File: src/rtl/ps2_pkg.sv
// rtl/ps2_pkg.sv - shared state type, frame constants and parity helper for the PS/2 host transmitter
package ps2_pkg;

  typedef enum logic [2:0] {
    IDLE,
    INHIBIT,
    RTS,
    BITS,
    STOP,
    ACK,
    WAIT_IDLE
  } ps2_state_t;

  localparam int PS2_DATA_BITS = 8;

  // Device clock falling-edge indices within a host-to-device frame
  localparam logic [3:0] PARITY_EDGE = 4'd9;
  localparam logic [3:0] STOP_EDGE   = 4'd10;
  localparam logic [3:0] ACK_EDGE    = 4'd11;

  function automatic logic odd_parity(input logic [PS2_DATA_BITS-1:0] d);
    return ~^d;
  endfunction

endpackage

File: src/rtl/ps2_host_tx_if.sv
// rtl/ps2_host_tx_if.sv - command byte handshake and completion status of the PS/2 host transmitter
interface ps2_host_tx_if;
  import ps2_pkg::*;

  logic [PS2_DATA_BITS-1:0] tx_data;
  logic                     tx_valid;
  logic                     tx_ready;
  logic                     done;
  logic                     err;

  modport master (output tx_data, tx_valid, input tx_ready, done, err);
  modport slave  (input tx_data, tx_valid, output tx_ready, done, err);

endinterface

File: src/rtl/ps2_line_sync.sv
// rtl/ps2_line_sync.sv - 2-flop synchronizer for a raw PS/2 pin with registered falling-edge strobe
module ps2_line_sync (
  input  logic clk_core,
  input  logic core_reset_n,
  input  logic line_in,
  output logic line_sync,
  output logic fall
);

  logic meta;
  logic prev;

  // Idle PS/2 lines float high, so every stage resets to 1 to avoid a false edge
  always_ff @(posedge clk_core or negedge core_reset_n) begin
    if (!core_reset_n) begin
      meta      <= 1'b1;
      line_sync <= 1'b1;
      prev      <= 1'b1;
      fall      <= 1'b0;
    end else begin
      meta      <= line_in;
      line_sync <= meta;
      prev      <= line_sync;
      fall      <= prev & ~line_sync;
    end
  end

endmodule

File: src/rtl/ps2_host_tx.sv
// rtl/ps2_host_tx.sv - PS/2 host-to-device command transmitter (request-to-send, parity, stop, ACK)
// Optional watchdog from clock release to end of frame: define PS2_TX_TIMEOUT_EN.
module ps2_host_tx
  import ps2_pkg::*;
#(
  parameter int INHIBIT_CYCLES = 4000,
  parameter int RTS_CYCLES     = 16,
  parameter int TIMEOUT_CYCLES = 600000
) (
  input  logic         clk_core,
  input  logic         core_reset_n,
  ps2_host_tx_if.slave tx,
  input  logic         ps2_clk_in,
  input  logic         ps2_data_in,
  output logic         ps2_clk_oe,
  output logic         ps2_data_oe
);

  // One cycle counter times inhibit and RTS, then serves as the watchdog once the clock is released
  localparam int CNT_MAX_A = (INHIBIT_CYCLES > RTS_CYCLES) ? INHIBIT_CYCLES : RTS_CYCLES;
  localparam int CNT_MAX   = (CNT_MAX_A > TIMEOUT_CYCLES) ? CNT_MAX_A : TIMEOUT_CYCLES;
  localparam int CNT_W     = $clog2(CNT_MAX + 1);
  localparam logic [CNT_W-1:0] INHIBIT_LAST = CNT_W'(INHIBIT_CYCLES - 1);
  localparam logic [CNT_W-1:0] RTS_LAST     = CNT_W'(RTS_CYCLES - 1);

  ps2_state_t               state;
  logic [CNT_W-1:0]         cnt;
  logic [3:0]               edge_cnt;
  logic [PS2_DATA_BITS:0]   shreg;
  logic                     ack_err;
  logic                     clk_sync;
  logic                     clk_fall;
  logic                     data_sync;
  logic                     data_fall_unused;

  ps2_line_sync u_clk_sync (
    .clk_core     (clk_core),
    .core_reset_n (core_reset_n),
    .line_in      (ps2_clk_in),
    .line_sync    (clk_sync),
    .fall         (clk_fall)
  );

  ps2_line_sync u_data_sync (
    .clk_core     (clk_core),
    .core_reset_n (core_reset_n),
    .line_in      (ps2_data_in),
    .line_sync    (data_sync),
    .fall         (data_fall_unused)
  );

`ifdef PS2_TX_TIMEOUT_EN
  localparam logic [CNT_W-1:0] TIMEOUT_LAST = CNT_W'(TIMEOUT_CYCLES - 1);
  logic watchdog_hit;
  assign watchdog_hit = (state inside {BITS, STOP, ACK, WAIT_IDLE}) && (cnt == TIMEOUT_LAST);
`endif

  always_ff @(posedge clk_core or negedge core_reset_n) begin
    if (!core_reset_n) begin
      state       <= IDLE;
      cnt         <= '0;
      edge_cnt    <= '0;
      shreg       <= '0;
      ack_err     <= 1'b0;
      tx.tx_ready <= 1'b1;
      tx.done     <= 1'b0;
      tx.err      <= 1'b0;
      ps2_clk_oe  <= 1'b0;
      ps2_data_oe <= 1'b0;
    end else begin
      tx.done <= 1'b0;
`ifdef PS2_TX_TIMEOUT_EN
      if (state inside {BITS, STOP, ACK, WAIT_IDLE}) cnt <= cnt + 1'b1;
      if (watchdog_hit) begin
        ps2_clk_oe  <= 1'b0;
        ps2_data_oe <= 1'b0;
        tx.done     <= 1'b1;
        tx.err      <= 1'b1;
        tx.tx_ready <= 1'b1;
        state       <= IDLE;
      end else begin
`else
      begin
`endif
        case (state)
          IDLE: begin
            if (tx.tx_valid) begin
              shreg       <= {odd_parity(tx.tx_data), tx.tx_data};
              cnt         <= '0;
              edge_cnt    <= '0;
              tx.tx_ready <= 1'b0;
              ps2_clk_oe  <= 1'b1;
              state       <= INHIBIT;
            end
          end
          INHIBIT: begin
            if (cnt == INHIBIT_LAST) begin
              cnt         <= '0;
              ps2_data_oe <= 1'b1;
              state       <= RTS;
            end else begin
              cnt <= cnt + 1'b1;
            end
          end
          RTS: begin
            if (cnt == RTS_LAST) begin
              cnt        <= '0;
              ps2_clk_oe <= 1'b0;
              state      <= BITS;
            end else begin
              cnt <= cnt + 1'b1;
            end
          end
          BITS: begin
            if (clk_fall) begin
              ps2_data_oe <= ~shreg[0];
              shreg       <= {1'b0, shreg[PS2_DATA_BITS:1]};
              edge_cnt    <= edge_cnt + 1'b1;
              if (edge_cnt == PARITY_EDGE - 4'd1) state <= STOP;
            end
          end
          STOP: begin
            if (clk_fall) begin
              ps2_data_oe <= 1'b0;
              edge_cnt    <= STOP_EDGE;
              state       <= ACK;
            end
          end
          ACK: begin
            if (clk_fall) begin
              ack_err  <= data_sync;
              edge_cnt <= ACK_EDGE;
              state    <= WAIT_IDLE;
            end
          end
          WAIT_IDLE: begin
            if (clk_sync && data_sync) begin
              tx.done     <= 1'b1;
              tx.err      <= ack_err;
              tx.tx_ready <= 1'b1;
              state       <= IDLE;
            end
          end
          default: state <= IDLE;
        endcase
      end
    end
  end

endmodule

File: src/flat_wrapper.sv
// flat-port wrapper written by rule: the top's interface ports become plain ports
module ps2_host_tx_flat import ps2_pkg::*;
#(
  parameter int INHIBIT_CYCLES = 4000,
  parameter int RTS_CYCLES     = 16,
  parameter int TIMEOUT_CYCLES = 600000
)
  (clk_core, core_reset_n, ps2_clk_in, ps2_data_in, ps2_clk_oe, ps2_data_oe, tx_tx_data, tx_tx_valid, tx_tx_ready, tx_done, tx_err);
  ps2_host_tx_if tx_i ();
  input  logic clk_core;
  input  logic core_reset_n;
  input  logic ps2_clk_in;
  input  logic ps2_data_in;
  output logic ps2_clk_oe;
  output logic ps2_data_oe;
  input wire logic [$bits(tx_i.tx_data)-1:0] tx_tx_data;
  input wire logic [$bits(tx_i.tx_valid)-1:0] tx_tx_valid;
  output wire logic [$bits(tx_i.tx_ready)-1:0] tx_tx_ready;
  output wire logic [$bits(tx_i.done)-1:0] tx_done;
  output wire logic [$bits(tx_i.err)-1:0] tx_err;
  assign tx_i.tx_data = tx_tx_data;
  assign tx_i.tx_valid = tx_tx_valid;
  assign tx_tx_ready = tx_i.tx_ready;
  assign tx_done = tx_i.done;
  assign tx_err = tx_i.err;
  ps2_host_tx #(.INHIBIT_CYCLES(INHIBIT_CYCLES), .RTS_CYCLES(RTS_CYCLES), .TIMEOUT_CYCLES(TIMEOUT_CYCLES)) u_core (.clk_core(clk_core), .core_reset_n(core_reset_n), .tx(tx_i), .ps2_clk_in(ps2_clk_in), .ps2_data_in(ps2_data_in), .ps2_clk_oe(ps2_clk_oe), .ps2_data_oe(ps2_data_oe));
endmodule
File: config.mk
export PLATFORM = sky130hd
export DESIGN_NAME = ps2_host_tx_flat
export DESIGN_NICKNAME = d
export VERILOG_FILES = /design/src/rtl/ps2_pkg.sv /design/src/rtl/ps2_host_tx_if.sv /design/src/rtl/ps2_line_sync.sv /design/src/rtl/ps2_host_tx.sv /design/src/flat_wrapper.sv
export SDC_FILE = /design/constraint.sdc
export NUM_CORES = 1
export LEC_CHECK = 0
export ABC_AREA = 1
export ABC_CLOCK_PERIOD_IN_PS = 1400
export BUFFER_PORTS_ARGS = -buffer_cell sky130_fd_sc_hd__buf_2
export CAP_MARGIN = 20
export CORE_MARGIN = 1.5
export CORE_UTILIZATION = 40
export DETAILED_ROUTE_END_ITERATION = 8
export GPL_TIMING_DRIVEN = 0
export PLACE_DENSITY = 0.59
export SETUP_SLACK_MARGIN = 0.5
export SYNTH_ARGS = -nofsm -noshare
export SYNTH_HDL_FRONTEND = slang
export SYNTH_SLANG_ARGS = --single-unit
File: constraint.sdc
create_clock -name clk_core -period 1.4 [get_ports clk_core]
set_input_delay 0.21 -clock clk_core [delete_from_list [all_inputs] [get_ports clk_core]]
set_output_delay 0.21 -clock clk_core [all_outputs]
set_load 0.01 [all_outputs]
==> results of run 1 <==
## state kept, by name, summed over array words and instances (netlist names), 3 cells and up
| name | cells |
|---|---|
| u_core.state | 3 |
| u_core.cnt | 20 |
| u_core.shreg | 9 |
| u_core.edge_cnt | 4 |
## critical path, delay by kind of cell (launching register included)
kind | cells | cell delay, ps
flops | 1 | 480
compound gates | 1 | 60
simple gates | 6 | 570
buf+inv | 3 | 320
## area by class of cell
class | instances | area, um^2
multi-input combinational | 297 | 1770
clock buffer | 5 | 68.8
sequential | 48 | 1220
inverter | 34 | 145
buffer | 9 | 87.6
tap | 96 | 120
timing repair buffer | 64 | 528
clock inverter | 3 | 46.3
fill | 619 | 2810
## placed cells by master (no fill, tap or decap), types with 5 or more instances in the layout
master	count
nand2_1	101
nor2_1	36
buf_4	36
dfrtp_1	33
inv_1	28
nor2_4	20
nand2_2	18
nand3_1	18
buf_2	16
buf_6	14
nand4_1	13
nor2_2	12
nand2_4	10
o21ai_0	10
dfrtp_2	9
xor2_1	8
o211ai_1	8
o21ai_1	8
a31oi_1	8
nand3_2	6
xnor2_1	6
dfstp_2	6
clkbuf_8	5
## path summary, 6_finish.rpt
check,start,to
worst min register to register,u_core.u_clk_sync.meta,u_core.u_clk_sync.line_sync
max in group asynchronous,core_reset_n,u_core.cnt[3]
min in group clk_core,tx_tx_data[0],u_core.shreg[0]
worst max register to register,u_core.state[0],u_core.cnt[4]
worst min-delay path,core_reset_n,u_core.cnt[8]
worst max-delay path,u_core.state[0],u_core.cnt[4]
## metal layers
layer  GRT usage  vias up
met3      0.0332       10
met1       0.285     1349
met2       0.336       47
li1            -     1385
met4      0.0543        0
met5           0        -
## what timing repair did
| item | 4_1_cts | 5_1_grt |
|---|---|---|
| endpoints found under the setup margin | 47 | 47 |
| gates resized for setup | 55 | 68 |
| setup buffers | 32 | 11 |
| gates cloned | 1 | 1 |
| pin swaps | 16 | 19 |
| endpoints found under the hold margin | 44 | 42 |
## cell families after synthesis
family / count (synthesis) / share of synthesized area
AOI/OAI and AO/OA: 40 / 0.0843
adders and majority gates: 3 / 0.0133
xor gates and xnor gates: 14 / 0.0435
and+or+nand+nor: 240 / 0.366
DFF: 48 / 0.429
buffers and inverters: 43 / 0.0643
## where the power goes
part | switching [uW] | total (uW) | internal (uW)
Combinational | 2490 | 4550 | 2060
Clock | 529 | 1070 | 539
Sequential | 481 | 2340 | 1850
Total | 3500 | 7960 | 4450
## stage by stage
stage	total power, uW	TNS, ps	std cells	cell area (um^2)	setup slack (ps)
CTS	7140	-709	544	3670	-63.8
detailed placement	4970	-4940	501	3080	-296
global route	8530	-3470	556	3990	-188
global placement	4950	-4840	501	3080	-299
finish	7960	-786	556	3990	-111
floorplan	4310	-243	388	2880	-35.2
==> flow_results.org, run 1 <==
** Yosys
- Library cells used by synthesis :: 28
- For this run, asynchronously set or reset flops after synthesis account for 1.00.
- Gate count after technology mapping :: roughly 390
- Ranking of synthesized cells by instance count :: nand2_1, nor2_1, dfrtp_1, inv_1, nand3_1
- Most frequent cell after synthesis :: nand2_1
- Most instantiated flip-flop cell in the synthesis netlist :: dfrtp_1
- When the netlist entered floorplanning its net count stood at slightly above 400.
- Synthesis inferred between 40 and 50 register bits.
- Average cell area after synthesis :: 7.27 um^2
- Yosys warning total :: 0
- Of the post-synthesis cell area, the dominant cell type holds 0.373.
- The share of the Yosys chip area taken by registers is 0.429.
- Yosys top cell by area :: dfrtp_1
- Sorting the synthesized cells by area gives the leading types as dfrtp_1, nand2_1, nor2_1.
- The mapped netlist covers roughly 2800 um^2.
- Yosys mapped a number of flops with a built-in enable equal to 0.

** Hold path
- Min-delay worst type :: primary input to asynchronous set/reset pin

** Setup path
- STA classifies the critical path startpoint as a flop.
- Delay of the slowest cell on the worst path :: 480 ps
- For flop-to-flop paths, the worst setup slack is -110 ps.
- Of all nets on the critical path, the largest fanout is 6.
- Cell with the largest stage delay on the worst path :: dfrtp_2
- Ordered cell list for the critical path :: inv_4 -> nand2_2 -> nor2_4 -> nor2_4 -> nand2_8 -> buf_6 -> buf_4 -> nand2_1 -> o21ai_1 -> nor2_1
- Reg2reg path depth :: 10
- For the worst setup path, the data required time is 1650 ps.
- Most prevalent standard cell on the critical path :: nor2_4
- For the worst setup path, the data arrival time is approximately 1800 ps.
- Critical path capture point type :: flop
- Crit Path Category :: flop to flop

** Drt
- The routed design uses 3.60 mm of met2 wire.
- Wire per inst :: ~14 um
- Summed over all nets, wire length on met3 after detailed routing comes to 261 um.
- The count of nets left with antenna violations once routing finished came out at 0.
- Number of DRC violations after detailed-routing iteration 0 :: between 150 and 200
- Routed via count divided by cell count :: around 5
- In the routed design, unresolved DRC markers number 0.
- Met1 Wirelength :: 3.62 mm
- Vias :: approximately 2800
- First-pass iteration count of the detailed router :: 4
- Final wirelength :: ~7.6 mm
- Signal routing reaches up to met4.

** Timing
- On the final layout, the worst clock skew is between 4 and 5 ps.
- Across all hold checks on the routed design, the worst slack comes to -94.3 ps.
- Fin. Hold Viols :: 42
- Total setup violations reported at the end of the flow :: 16
- Final worst slack :: -111 ps
- For the pin with the worst max-slew slack, the measured transition is ~600 ps.
- Fmax achieved :: roughly 660 MHz
- Period Utilization, post-route :: 1.08
- Clock period minus final worst setup slack :: approximately 1500 ps
- The max-slew violation count came to 0.
- Unrepaired setup endpoints after global routing :: true
- Worst-case headroom to the max-slew limit :: 0.589

** Placement
- Buffers on Ports :: 17
- The wire-length estimate of the detail-placed layout is ~4.6 mm.
- The congestion estimate from routability-driven global placement came to approximately 0.87.

** Global routing
- The number of antenna violations at the first check in global routing is 0.
- Via count of the first global-routing pass :: around 2700
- Global router's overall resource usage :: 0.206
- Global routing finished with a remaining overflow of 0.
- Pin count of the biggest net entering global routing :: ~50
- Wire length of the first global-routing pass :: 12.3 mm

** Status
- Violations in the final reports :: negative hold slack, negative setup slack
- Status :: complete, but fails checks

** Die
- The initial utilization of the core area, before any placement, comes to 0.415.
- The floorplan has 30 rows.
- Measured along the x axis, the die boundary spans 87.0 um.
- Core Footprint :: between 6000 and 7000 um^2
- The die covers between 7000 and 8000 um^2.
- In this run the vertical extent of the chip is about 87 um.
- Ports placed on the boundary :: 18

** Pwr
- Leakage power summed over all cells :: about 0.0018 uW
- Power spread over the standard cell area amounts to roughly 2000 nW/um^2.
- IR analysis of the VDD net gives a maximum drop of between 700 and 800 uV.

** Clocking
- Max Buffers Root-to-Sink :: 2
- TritonCTS Buffers :: 5
- The clock reaches the later pin of the worst-skew pair after between 300 and 400 ps.
- Clock transition at the register clock pins on the worst setup and hold paths after CTS :: 100 ps
- Clock Root Buffer :: clkbuf_8
- CTS built an H-tree with a depth of 2.
- TritonCTS clock tree :: done
- Number of hold buffers added after cts :: 2
- The clock net in this run drives a total of 48 sinks.

** Final layout
- Once layout is complete, the utilization of the core stands at 0.587.
- Area Growth Syn to Fin :: 41.3%
- Number of antenna repair diodes :: 0
- Layout cells sized above 1 :: 0.378
- In the final design database the tool counted around 480 nets.

** Flow run
- Number of violations of the max-capacitance limit :: 0
(Power assumes the default switching activity.)
==> run 2, diff against run 1 <==
Settings changed: CORE_UTILIZATION 40 to 55, PLACE_DENSITY 0.59 to 0.76.
==> flow_results.org, run 2 (synthesis results as in run 1) <==
** Final layout
- 0 antenna diodes ended up in the layout.
- Of the cells placed in the final design, the portion with a size suffix greater than 1 is 0.338.
- Leading cell type in the layout, fill and taps excluded :: nand2_1
- More flip-flops sit in one register than any other, and that register is u_core.cnt.
- The net count of the finished layout is about 480.
- Largest registers :: u_core.cnt x20, u_core.shreg x9, u_core.edge_cnt x4
- The layout has 313 filler cells.
- The area growth from synthesis to layout is 40.1%.
- Final cell area excluding filler cells :: between 3000 and 4000 um^2
- Flip-flop count of the largest register after layout :: 20
- Highest-count cells in the layout ignoring fill and taps :: nand2_1, nor2_1, dfrtp_1
- Once layout is complete, the utilization of the core stands at 0.820.

** Pwr
- Of the total power, combinational logic draws 0.604.
- Leakage power summed over all cells :: about 0.0018 uW
- Of the total power, the share spent switching nets is 0.458.
- Internal Power :: 4410 uW
- IR analysis of the VDD net gives a maximum drop of ~1100 uV.
- For this design the ratio of total power to cell area is a little over 2000 nW/um^2.
- Summed over all nets, the switching power comes to roughly 3700 uW.
- Of the total power, registers draw 0.287.
- Clk pwr share :: 0.110

** Setup path
- At the worst endpoint, the arrival time is about 1900 ps.
- Startpoint types :: flop
- Worst EP required :: 1600 ps
- The largest single stage delay on the critical path is approximately 500 ps.
- The worst register-to-register path has a depth of 9.
- On the critical path, the stage with the largest delay is an instance of dfrtp_2.
- Register-to-register setup slack :: -270 ps
- Endpoint of the worst register-to-register path :: u_core.state[0]
- Critical path capture point type :: flop
- Crit-path max FO :: 7
- Most prevalent standard cell on the critical path :: nand2_4
- In this run the critical register-to-register path is launched from u_core.state[1].
- Crit Path Category :: flop to flop
- The signal on the critical path passes through clkinv_4 -> buf_6 -> nand2_4 -> nor2_4 -> buf_12 -> nand2_4 -> buf_4 -> nand4_1 -> nand2_1.

** Global routing
- Overall overflow remaining after global route :: 0
- In the global route stage, overall resource usage came out at 0.286.
- Via count of the first global-routing pass :: around 2600
- For met2 alone, demand over resource in global routing was 0.451.
- In the global route stage, met1 resource usage came out at 0.406.
- The first global-routing pass estimated between 10 and 15 mm of wire.
- Antenna violations before repair :: 0
- After global routing, the most crowded layer is met2.
- Pin count of the biggest net entering global routing :: just under 50
- Global-route track usage on met3 :: 0.0542

** Clocking
- After clock tree synthesis, the clock-pin slew on the worst setup and hold paths is about 100 ps.
- TritonCTS clock tree :: done
- Clock Root Buffer :: clkbuf_8
- Max Buffers Root-to-Sink :: 2
- TritonCTS Buffers :: 5
- Number of H-tree levels :: 2
- The clock net in this run drives a total of 48 sinks.
- Number of hold buffers added after cts :: 2
- Clock latency on the worst-skew pair, taken at its later pin, is just over 300 ps.

** Drt
- Number of DRC violations after detailed-routing iteration 0 :: ~320
- Vias :: between 3000 and 4000
- Final wirelength :: between 8 and 9 mm
- Number of nets still failing antenna checks after routing :: 0
- The first detailed-routing pass ran for 5 iterations.
- Wire per inst :: between 15 and 20 um
- In the routed design, unresolved DRC markers number 0.
- Dividing the detail-routed via count by the number of cells gives about 6.

** Timing
- Worst hold margin :: -103 ps
- Setup violations remaining at the end of the flow were counted as 37.
- Measured against its own limit, the worst slew margin works out to 0.597.
- Period Utilization, post-route :: 1.19
- At the pin with the least slew margin, the transition time is 605 ps.
- The number of hold-slack violations in the final timing report is 42.
- The worst path in the final design needs a cycle of ~1700 ps, including I/O delays and setup.
- The max-slew violation count was 0.
- Once routing completed, OpenROAD measured the worst setup slack at -271 ps.
- For the final database, setup skew stands at 8.04 ps.
- Unrepaired setup endpoints after global routing :: true
- Static timing analysis puts the maximum clock frequency at about 600 MHz.

** Flow run
- The tool flagged a number of max-cap violations equal to 0.

** Status
- The flow ran to the end, but the final reports show violations.
- Violations in the final reports :: negative hold slack, negative setup slack

** Die
- Die area :: roughly 5600 um^2
- The initial utilization of the core area, before any placement, comes to 0.585.
- Core Footprint :: around 4800 um^2
- In this run the horizontal extent of the chip is around 75 um.
- Die extent in y :: 74.6 um
- Core Rows :: 25
- Ports placed on the boundary :: 18

** Placement
- Cell Area, Placed :: just over 3000 um^2
- Detail Placement HPWL :: around 4.5 mm
- During placement, the flow inserted port buffers numbering 17.
- Final weighted congestion in routability-driven placement :: ~0.89

** Hold path
- In this run the worst hold path is classified as primary input to asynchronous set/reset pin.
-- run 2: cell types whose count changed in the layout (fill, tap and decap cells not counted), sizes merged --
cell      change
clkinvlp      +1
clkinv        +1
inv           -2
clkbuf        +3
bufinv        -1
buf           -1
-- run 2: worst max-delay path by stage --
stage / slack (ps) / to / start / depth (start not counted)
after floorplan: -40 / u_core.state[0] / u_core.cnt[0] / 10
after global placement: -250 / u_core.cnt[2] / u_core.cnt[0] / 8
after detailed placement: -270 / u_core.cnt[2] / u_core.cnt[0] / 8
after CTS: -70 / u_core.cnt[9] / u_core.state[0] / 9
after global routing: -400 / u_core.state[0] / u_core.cnt[8] / 9
final: -270 / u_core.state[0] / u_core.state[1] / 9
-- run 2: power by group through the flow --
stage | Clock, uW | Sequential (uW) | Combinational, uW
6_report | 891 | 2330 | 4910
5_1_grt | 975 | 2370 | 5240
3_5_place_dp | 0 | 2270 | 2720
4_1_cts | 909 | 2250 | 3710
3_3_place_gp | 0 | 2250 | 2650
2_1_floorplan | 0 | 2180 | 2140
-- run 2: area by class of cell --
| type | count | area (um^2) | share of cell area |
|---|---|---|---|
| inverters | 34 | 143 | 0.0361 |
| clock inverters | 2 | 15.0 | 0.00380 |
| plain buffers | 9 | 95.1 | 0.0241 |
| clock buffers | 6 | 82.6 | 0.0209 |
| well taps | 67 | 83.8 | 0.0212 |
| flip-flops and latches | 48 | 1210 | 0.307 |
| repair buffers | 65 | 558 | 0.141 |
| multi-input cells | 297 | 1760 | 0.446 |
-- run 2: repair_timing --
item                                    CTS  global route
endpoints found under the hold margin    44            42
cloned                                    1             2
pin swaps                                10            19
endpoints found under the setup margin   47            47
setup buffers                            27            16
resized for setup                        52            56
-- run 2: critical path: cells and delay by family (launching register included) --
family | cells | cell delay [ps]
buf+inv | 4 | 540
flops | 1 | 510
simple gates | 5 | 520
-- run 2: stage by stage --
| stage | total power [uW] | hold slack, ps | instances | TNS [ps] | setup WS [ps] |
|---|---|---|---|---|---|
| 6_report | 8130 | -103 | 528 | -4580 | -271 |
| 5_1_grt | 8580 | -52.0 | 528 | -6950 | -400 |
| 4_1_cts | 6860 | -73.0 | 510 | -939 | -73.2 |
| 3_5_place_dp | 4980 | 316 | 472 | -4630 | -272 |
| 3_3_place_gp | 4900 | 315 | 472 | -4010 | -250 |
| 2_1_floorplan | 4310 | -85.6 | 388 | -243 | -35.2 |
-- run 2: metal layers --
metal	wire length [um]	part of all wire	vias up
li1	-	-	1394
met1	3570	0.40	1431
met2	4210	0.47	202
met3	720	0.081	56
met4	384	0.043	0
met5	0	0	-
